### src/rtl/mlp_feature_framer.sv
// Frames a serial per-channel sample stream into NChan-wide vectors and averages
// 2^Log2Avg consecutive frames before handing the vector to the MLP core.
//
// state   | meaning
// COLLECT | accepting samples, accumulating per-channel frame sums
// OUTPUT  | averaged vector held on m_data_o until the consumer takes it
module mlp_feature_framer #(
    parameter int NBits   = 16,
    parameter int NChan   = 6,
    parameter int Log2Avg = 2
) (
    input  logic                     clk_i,
    input  logic                     rst_i,
    input  logic                     s_valid_i,
    output logic                     s_ready_o,
    input  logic [2:0]               s_chan_i,
    input  logic signed [NBits-1:0]  s_data_i,
    output logic                     m_valid_o,
    input  logic                     m_ready_i,
    output logic [NChan*NBits-1:0]   m_data_o,
    output logic                     err_o
);

    localparam int AccW = NBits + Log2Avg;
    localparam int FcW  = (Log2Avg > 0) ? Log2Avg : 1;
    localparam logic [FcW-1:0] FcLast   = FcW'((1 << Log2Avg) - 1);
    localparam logic [2:0]     LastChan = 3'(NChan - 1);

    typedef enum logic {
        ST_COLLECT = 1'b0,
        ST_OUTPUT  = 1'b1
    } state_t;

    state_t                  state;
    logic [2:0]              exp_chan;
    logic [FcW-1:0]          frame_cnt;
    logic signed [AccW-1:0]  acc [NChan];
    logic signed [AccW-1:0]  samp_ext;
    logic signed [AccW-1:0]  frame_sum [NChan];
    logic signed [AccW-1:0]  avg_full [NChan];
    logic [NChan*NBits-1:0]  avg_vec;

    assign samp_ext  = AccW'(s_data_i);
    assign s_ready_o = (state == ST_COLLECT);

    // Averages include the completing sample, which lands on the last channel.
    always_comb begin
        avg_vec = '0;
        for (int k = 0; k < NChan; k++) begin
            frame_sum[k] = acc[k];
            if (k == NChan - 1) frame_sum[k] = acc[k] + samp_ext;
            avg_full[k] = frame_sum[k] >>> Log2Avg;
            avg_vec[k*NBits +: NBits] = avg_full[k][NBits-1:0];
        end
    end

    always_ff @(posedge clk_i) begin
        if (rst_i) begin
            state     <= ST_COLLECT;
            m_valid_o <= 1'b0;
            m_data_o  <= '0;
            err_o     <= 1'b0;
            exp_chan  <= '0;
            frame_cnt <= '0;
            for (int k = 0; k < NChan; k++) acc[k] <= '0;
        end else begin
            err_o <= 1'b0;
            case (state)
                ST_COLLECT: begin
                    if (s_valid_i) begin
                        if (s_chan_i == exp_chan) begin
                            if (exp_chan == LastChan) begin
                                exp_chan <= '0;
                                if (frame_cnt == FcLast) begin
                                    m_data_o  <= avg_vec;
                                    m_valid_o <= 1'b1;
                                    frame_cnt <= '0;
                                    state     <= ST_OUTPUT;
                                    for (int k = 0; k < NChan; k++) acc[k] <= '0;
                                end else begin
                                    frame_cnt         <= frame_cnt + FcW'(1);
                                    acc[NChan-1]      <= acc[NChan-1] + samp_ext;
                                end
                            end else begin
                                exp_chan <= exp_chan + 3'd1;
                                for (int k = 0; k < NChan; k++)
                                    if (exp_chan == 3'(k)) acc[k] <= acc[k] + samp_ext;
                            end
                        end else begin
                            // Out-of-order sample: drop everything gathered so far;
                            // a channel-0 sample is kept as the start of a new frame.
                            err_o     <= 1'b1;
                            frame_cnt <= '0;
                            for (int k = 0; k < NChan; k++) acc[k] <= '0;
                            if (s_chan_i == 3'd0) begin
                                acc[0]   <= samp_ext;
                                exp_chan <= 3'd1;
                            end else begin
                                exp_chan <= 3'd0;
                            end
                        end
                    end
                end
                ST_OUTPUT: begin
                    if (m_ready_i) begin
                        m_valid_o <= 1'b0;
                        state     <= ST_COLLECT;
                    end
                end
                default: state <= ST_COLLECT;
            endcase
        end
    end

endmodule
### config.mk
export PLATFORM = sky130hd
export DESIGN_NAME = mlp_feature_framer
export DESIGN_NICKNAME = d
export VERILOG_FILES = /design/src/rtl/mlp_feature_framer.sv
export SDC_FILE = /design/constraint.sdc
export NUM_CORES = 1
export LEC_CHECK = 0
export ABC_AREA = 1
export BUFFER_PORTS_ARGS = -buffer_cell sky130_fd_sc_hd__buf_2
export CAP_MARGIN = 20
export CELL_PAD_IN_SITES_DETAIL_PLACEMENT = 1
export CELL_PAD_IN_SITES_GLOBAL_PLACEMENT = 2
export CORE_MARGIN = 2
export CORE_UTILIZATION = 35
export CTS_CLUSTER_DIAMETER = 100
export CTS_CLUSTER_SIZE = 25
export DETAILED_ROUTE_END_ITERATION = 7
export PLACE_DENSITY_LB_ADDON = 0.08
export SLEW_MARGIN = 40
export SYNTH_ARGS = -nofsm -noshare
export SYNTH_HDL_FRONTEND = slang
export SYNTH_SLANG_ARGS = --single-unit
### constraint.sdc
create_clock -name clk_i -period 3.1 [get_ports clk_i]
set_clock_uncertainty 0.15 [all_clocks]
set_input_delay 0.62 -clock clk_i [delete_from_list [all_inputs] [get_ports clk_i]]
set_output_delay 0.62 -clock clk_i [all_outputs]
set_load 0.02 [all_outputs]
# Word level (Yosys, flattened, before mapping)
# Memories as Yosys holds them, arrays and structs flattened.
# Index checks and enable logic that the tools add are counted.
# W data, S select, Z words.
[word_totals] reg_bits=104 ram_bits=108 output_inout_bits=99 word_cells=149 n_memories=1
[classes] n_addsub=8 n_eq_ne=13 muxes=95 bitwise_logic=20 reduce_logical=6
[memory_table] name="acc" depth=6 width=18 read_ports=6 rd_ports_with_merged_regs=0 write_ports=6 line_no="37" text="logic signed [AccW-1:0] acc [NChan];"
[ops] op="$mux W18" n=19
[ops] op="$add A18 B16 Y18" n=6
[ops] op="$mux W1" n=69
[ops] op="$or A1 B1 Y1" n=19
[ops] op="$reduce_and A5 Y1" n=2
[ops] op="$ne A2 B1 Y1 const B" n=4
[ops] op="$eq A3 B2 Y1 const B" n=2
[ops] op="$eq A3 B3 Y1 const B" n=2
[ops] op="$logic_not A3 Y1" n=2
[ops] op="$mux W2" n=3
[ops] op="$mux W3" n=2
[ops] op="$ne A2 B2 Y1 const B" n=2
[ops] op="$pmux W1 S2" n=2
[ops] op="$add A3 B1 Y3 const B" n=1
[ops] op="$eq A3 B1 Y1 const B" n=1
[ops] op="$eq A3 B3 Y1" n=1
[ops] op="$reduce_and A3 Y1" n=1
[ops] op="$add A2 B1 Y2 const B" n=1
[ops] op="$eq A2 B2 Y1 const B" n=1
[ops] op="$reduce_and A2 Y1" n=1
[ops] op="$not A1 Y1" n=1

# Depth between registers and ports, before layout
[depth] ltp_word=12 mapped_depth=12

# Worst setup path after synthesis
# No wires, ideal clock.
[synth_timing] path_kind="input to register" from="input rst_i" to="memory acc[1][0] (netlist bit) (enable)" setup_ns=0.375 t_arrival_ns=1.988 t_required_ns=2.575 slack_ns=0.587 cell_stages=6 path_buffers=1 cell_sequence="buf_2 -> nor2_1 -> nand4_1 -> nor2_1 -> inv_1 -> nand2_1"
[synth_rtl] element="start, declared" line_no="13" text="input logic rst_i,"
[synth_rtl] element="end, declared" line_no="37"

==> summary.md <==
| Metric | Value |
|---|---|
| Fin. max-slew vios | 0 |
| RSZ-0062 raised after global routing | false |
| Slew HR | a little over two fifths |
| Die area | 39800 um^2 |
| Avg Cell Area, Syn | 7.29 um^2 |
| Critical Path Fanout Max | 18 |
| H-tree level count | 1 |
| Commonest non-fill, non-tap cell in the layout | nand2_1 |
| Drt wl/cell | 17.6 um |
| Area leader, netlist | edfxtp_1 |
| Post-synth top area share | 24.2% |
| Largest net degree at the start of global routing | 97 |
| Vias in the first global route | 12700 |
| Mux cell area share after synthesis | 0% |
| Max Cap Violations | 0 |
| Worst Path Arrival | 2.41 ns |
| Fin crit share | 76.9% |
| Adder-cell share of the synthesized area | between 10% and 20% |
| Gr usage total | around 22% |
| Worst hold start | m_ready_i |
| Post-CTS Setup Bufs | 0 |
| Synth Area in Compound Gates | 7.81% |
| Commonest cells after routing, fill and taps aside | 614 x nand2_1, 209 x nor2_1, 202 x nand3_1 |
| ANT cells | 0 |
| CP Launch Type | flip-flop |
| CP Capture Type | flip-flop |
| Clk slew on worst S/H paths | 0.09 ns |
| Hold Fails Final Rpt | 0 |
| Port bufs | around 120 |
| Global-route wire length before repair | 68600 um |
| Post-synthesis sequential area ratio | 39.8% |
| Setup TNS | 0 ns |
| XOR/XNOR share of the synthesized area | between 1.5 and 2% |
| Lkg Pwr | 7.61 nW |
| CTS Hold Buffers Added | 0 |
| Gr ovfl total | 0 |
| CTS tree | built |
| Area Growth Syn to Fin | 13.3% |
| Wirelength, routed | between 40000 and 50000 um |
| Worst-Skew Late Latency | ~0.5 ns |
| R2R Path Start | exp_chan[1] |
| Worst flop-to-flop path endpoint | acc[4][13] |
| Period minus WS final | ~2.4 ns |
| Largest family of logic cells by synthesized area | simple AND/OR/NAND/NOR gates |
| Status | finished clean |
| Die X | 200 um |
| HP Class | in -> reg |
| Initial antenna violation count | 1 |
| Initial Util | between 30% and 40% |
| DRT iter0 DRCs | 546 |
| Cells after Synth | 1836 |
| Synth top area cells | edfxtp_1 24%, nand2_1 17%, dfxtp_1 16% |
| CTS buffer count | 15 |
| Endpoints failing setup | 0 |
| CP Class | reg -> reg |
| CTS Buffer Depth | 3 |
| Worst slew pin tran | 0.841 ns |
| CTS-repair resized insts | 0 |
| Hold endpoint | state |
| Register bit total from synthesis | 212 |
| CTS root buffer | clkbuf_16 |
| R2r setup slk | 0.72 ns |
| RD Place Congestion | 0.853 |
| Row count | 71 |
| Cells on worst reg2reg path | 9 |
| CTS sink count | 212 |
| Ratio of cells with drive above 1 in the final layout | 9.72% |
| Syn nets | 1969 |
| Max rail drop VDD | 0.273 mV |
| Post-DP HPWL | 32300 um |
| Nets@finish | 2090 |
| Min Hold Slack | ~0.17 ns |
| Worst Hold Path Cells | 2 |
| Vias post-DR | approximately 13000 |
| I/O pin cnt | 122 |
| Routed Antenna Nets | 0 |
| DR vias/cell | 5.06 |
| Synth cell types | 38 |
| CP required | 3.13 ns |
| Die height | 200 um |
| Ys Warns | 0 |
| Remaining DRCs | 0 |
| Synthesized area | 13400 um^2 |
| Total core area | 37700 um^2 |
| Fmax achieved | about 420 MHz |
| Initial DRT Pass Iterations | 6 |
| Simple-gate share of the synthesized area | 34.2% |
| Pwr/cell area | 435 nW/um^2 |
flip-flops by register name, indices dropped and copies added, names as in the netlist:
register   cells
exp_chan       3
err_o          1
m_valid_o      1
m_data_o      96
state          1
acc          108
frame_cnt      2
kinds of logic (layout without fill, tap and decap cells):
kind of cell | after synthesis | in the layout
XOR/XNOR | 26 | 26
adder cells (fa/ha/maj) | 110 | 110
buffers and inverters | 197 | 326
AND/OR/NAND/NOR | 1090 | 1090
AO/OA/AOI/OAI | 201 | 201
flip-flops | 212 | 212
how the worst max path moves through the flow:
stage | startpoint | end | slack, ns | depth (start not counted)
final | exp_chan[1] | acc[4][13] | 0.72 | 9
after global placement | s_data_i[0] | acc[5][8] | 0.35 | 9
after global routing | exp_chan[1] | acc[2][3] | 0.51 | 9
after floorplan | rst_i | acc[1][0] | 0.59 | 6
after detailed placement | s_data_i[0] | acc[1][16] | 0.26 | 10
after CTS | exp_chan[1] | acc[4][10] | 0.72 | 9
layout make-up:
| type | count | area [um^2] |
|---|---|---|
| timing repair buffer | 142 | 830 |
| tap | 511 | 639 |
| multi-input combinational | 1427 | 7270 |
| fill | 4853 | 22500 |
| clock buffer | 17 | 403 |
| inverter | 159 | 599 |
| sequential | 212 | 5330 |
| clock inverter | 8 | 98.8 |
metrics by stage:
step	setup slack [ns]	area, um^2	util [%]	power, mW	std cells
after detailed placement	0.260	14700	38.9	4.48	2451
after CTS	0.718	15200	40.3	6.70	2476
after global placement	0.346	14700	38.9	4.45	2451
final	0.717	15200	40.3	6.59	2476
after floorplan	0.587	13400	-	4.04	1836
after global routing	0.511	15200	40.3	6.97	2476
per-layer routing:
layer	global-route usage, %	up-vias	wire, um
met3	2.82	38	1760
li1	-	6302	-
met4	5.60	0	1050
met1	30.4	6036	21300
met2	36.5	153	19600
met5	0	-	0
critical path, cell delays in order, from the launching register on:
cell and delay, ns:
dfxtp_1 0.46, xor2_1 0.20, nor2_2 0.10, nand2_1 0.16, clkinv_2 0.18, nor2_1 0.19, nor3_2 0.07, buf_4 0.18
nand2_1 0.06, buf_4 0.30
synth_stat cells:
cell,count
nand4_4,2
fa_1,6
o21ai_0,46
o21a_1,1
and2_1,5
buf_1,10
nor3b_1,6
clkinv_2,1
inv_1,153
o211ai_1,2
buf_6,4
a21o_1,1
nor3_2,2
or2_2,5
nor4_1,1
o21bai_1,11
ha_1,104
clkbuf_1,10
buf_4,1
edfxtp_1,108
dfxtp_1,104
nand3b_1,13
xor2_1,13
nor3_1,4
nor2_4,1
a21oi_1,131
nor2_2,4
inv_2,5
nand2_1,614
nand4_2,1
xnor2_1,13
nand2_2,3
buf_2,13
nor2_1,209
nand4_1,18
nand3_1,202
o31ai_1,1
o21ai_1,8
report_power, final:
group	internal [mW]	leakage, nW	switching [mW]
sequential	3.03	1.99	0.0587
clock	1.05	0.248	1.13
combinational	0.419	5.38	0.900
(Power assumes the default switching activity.)
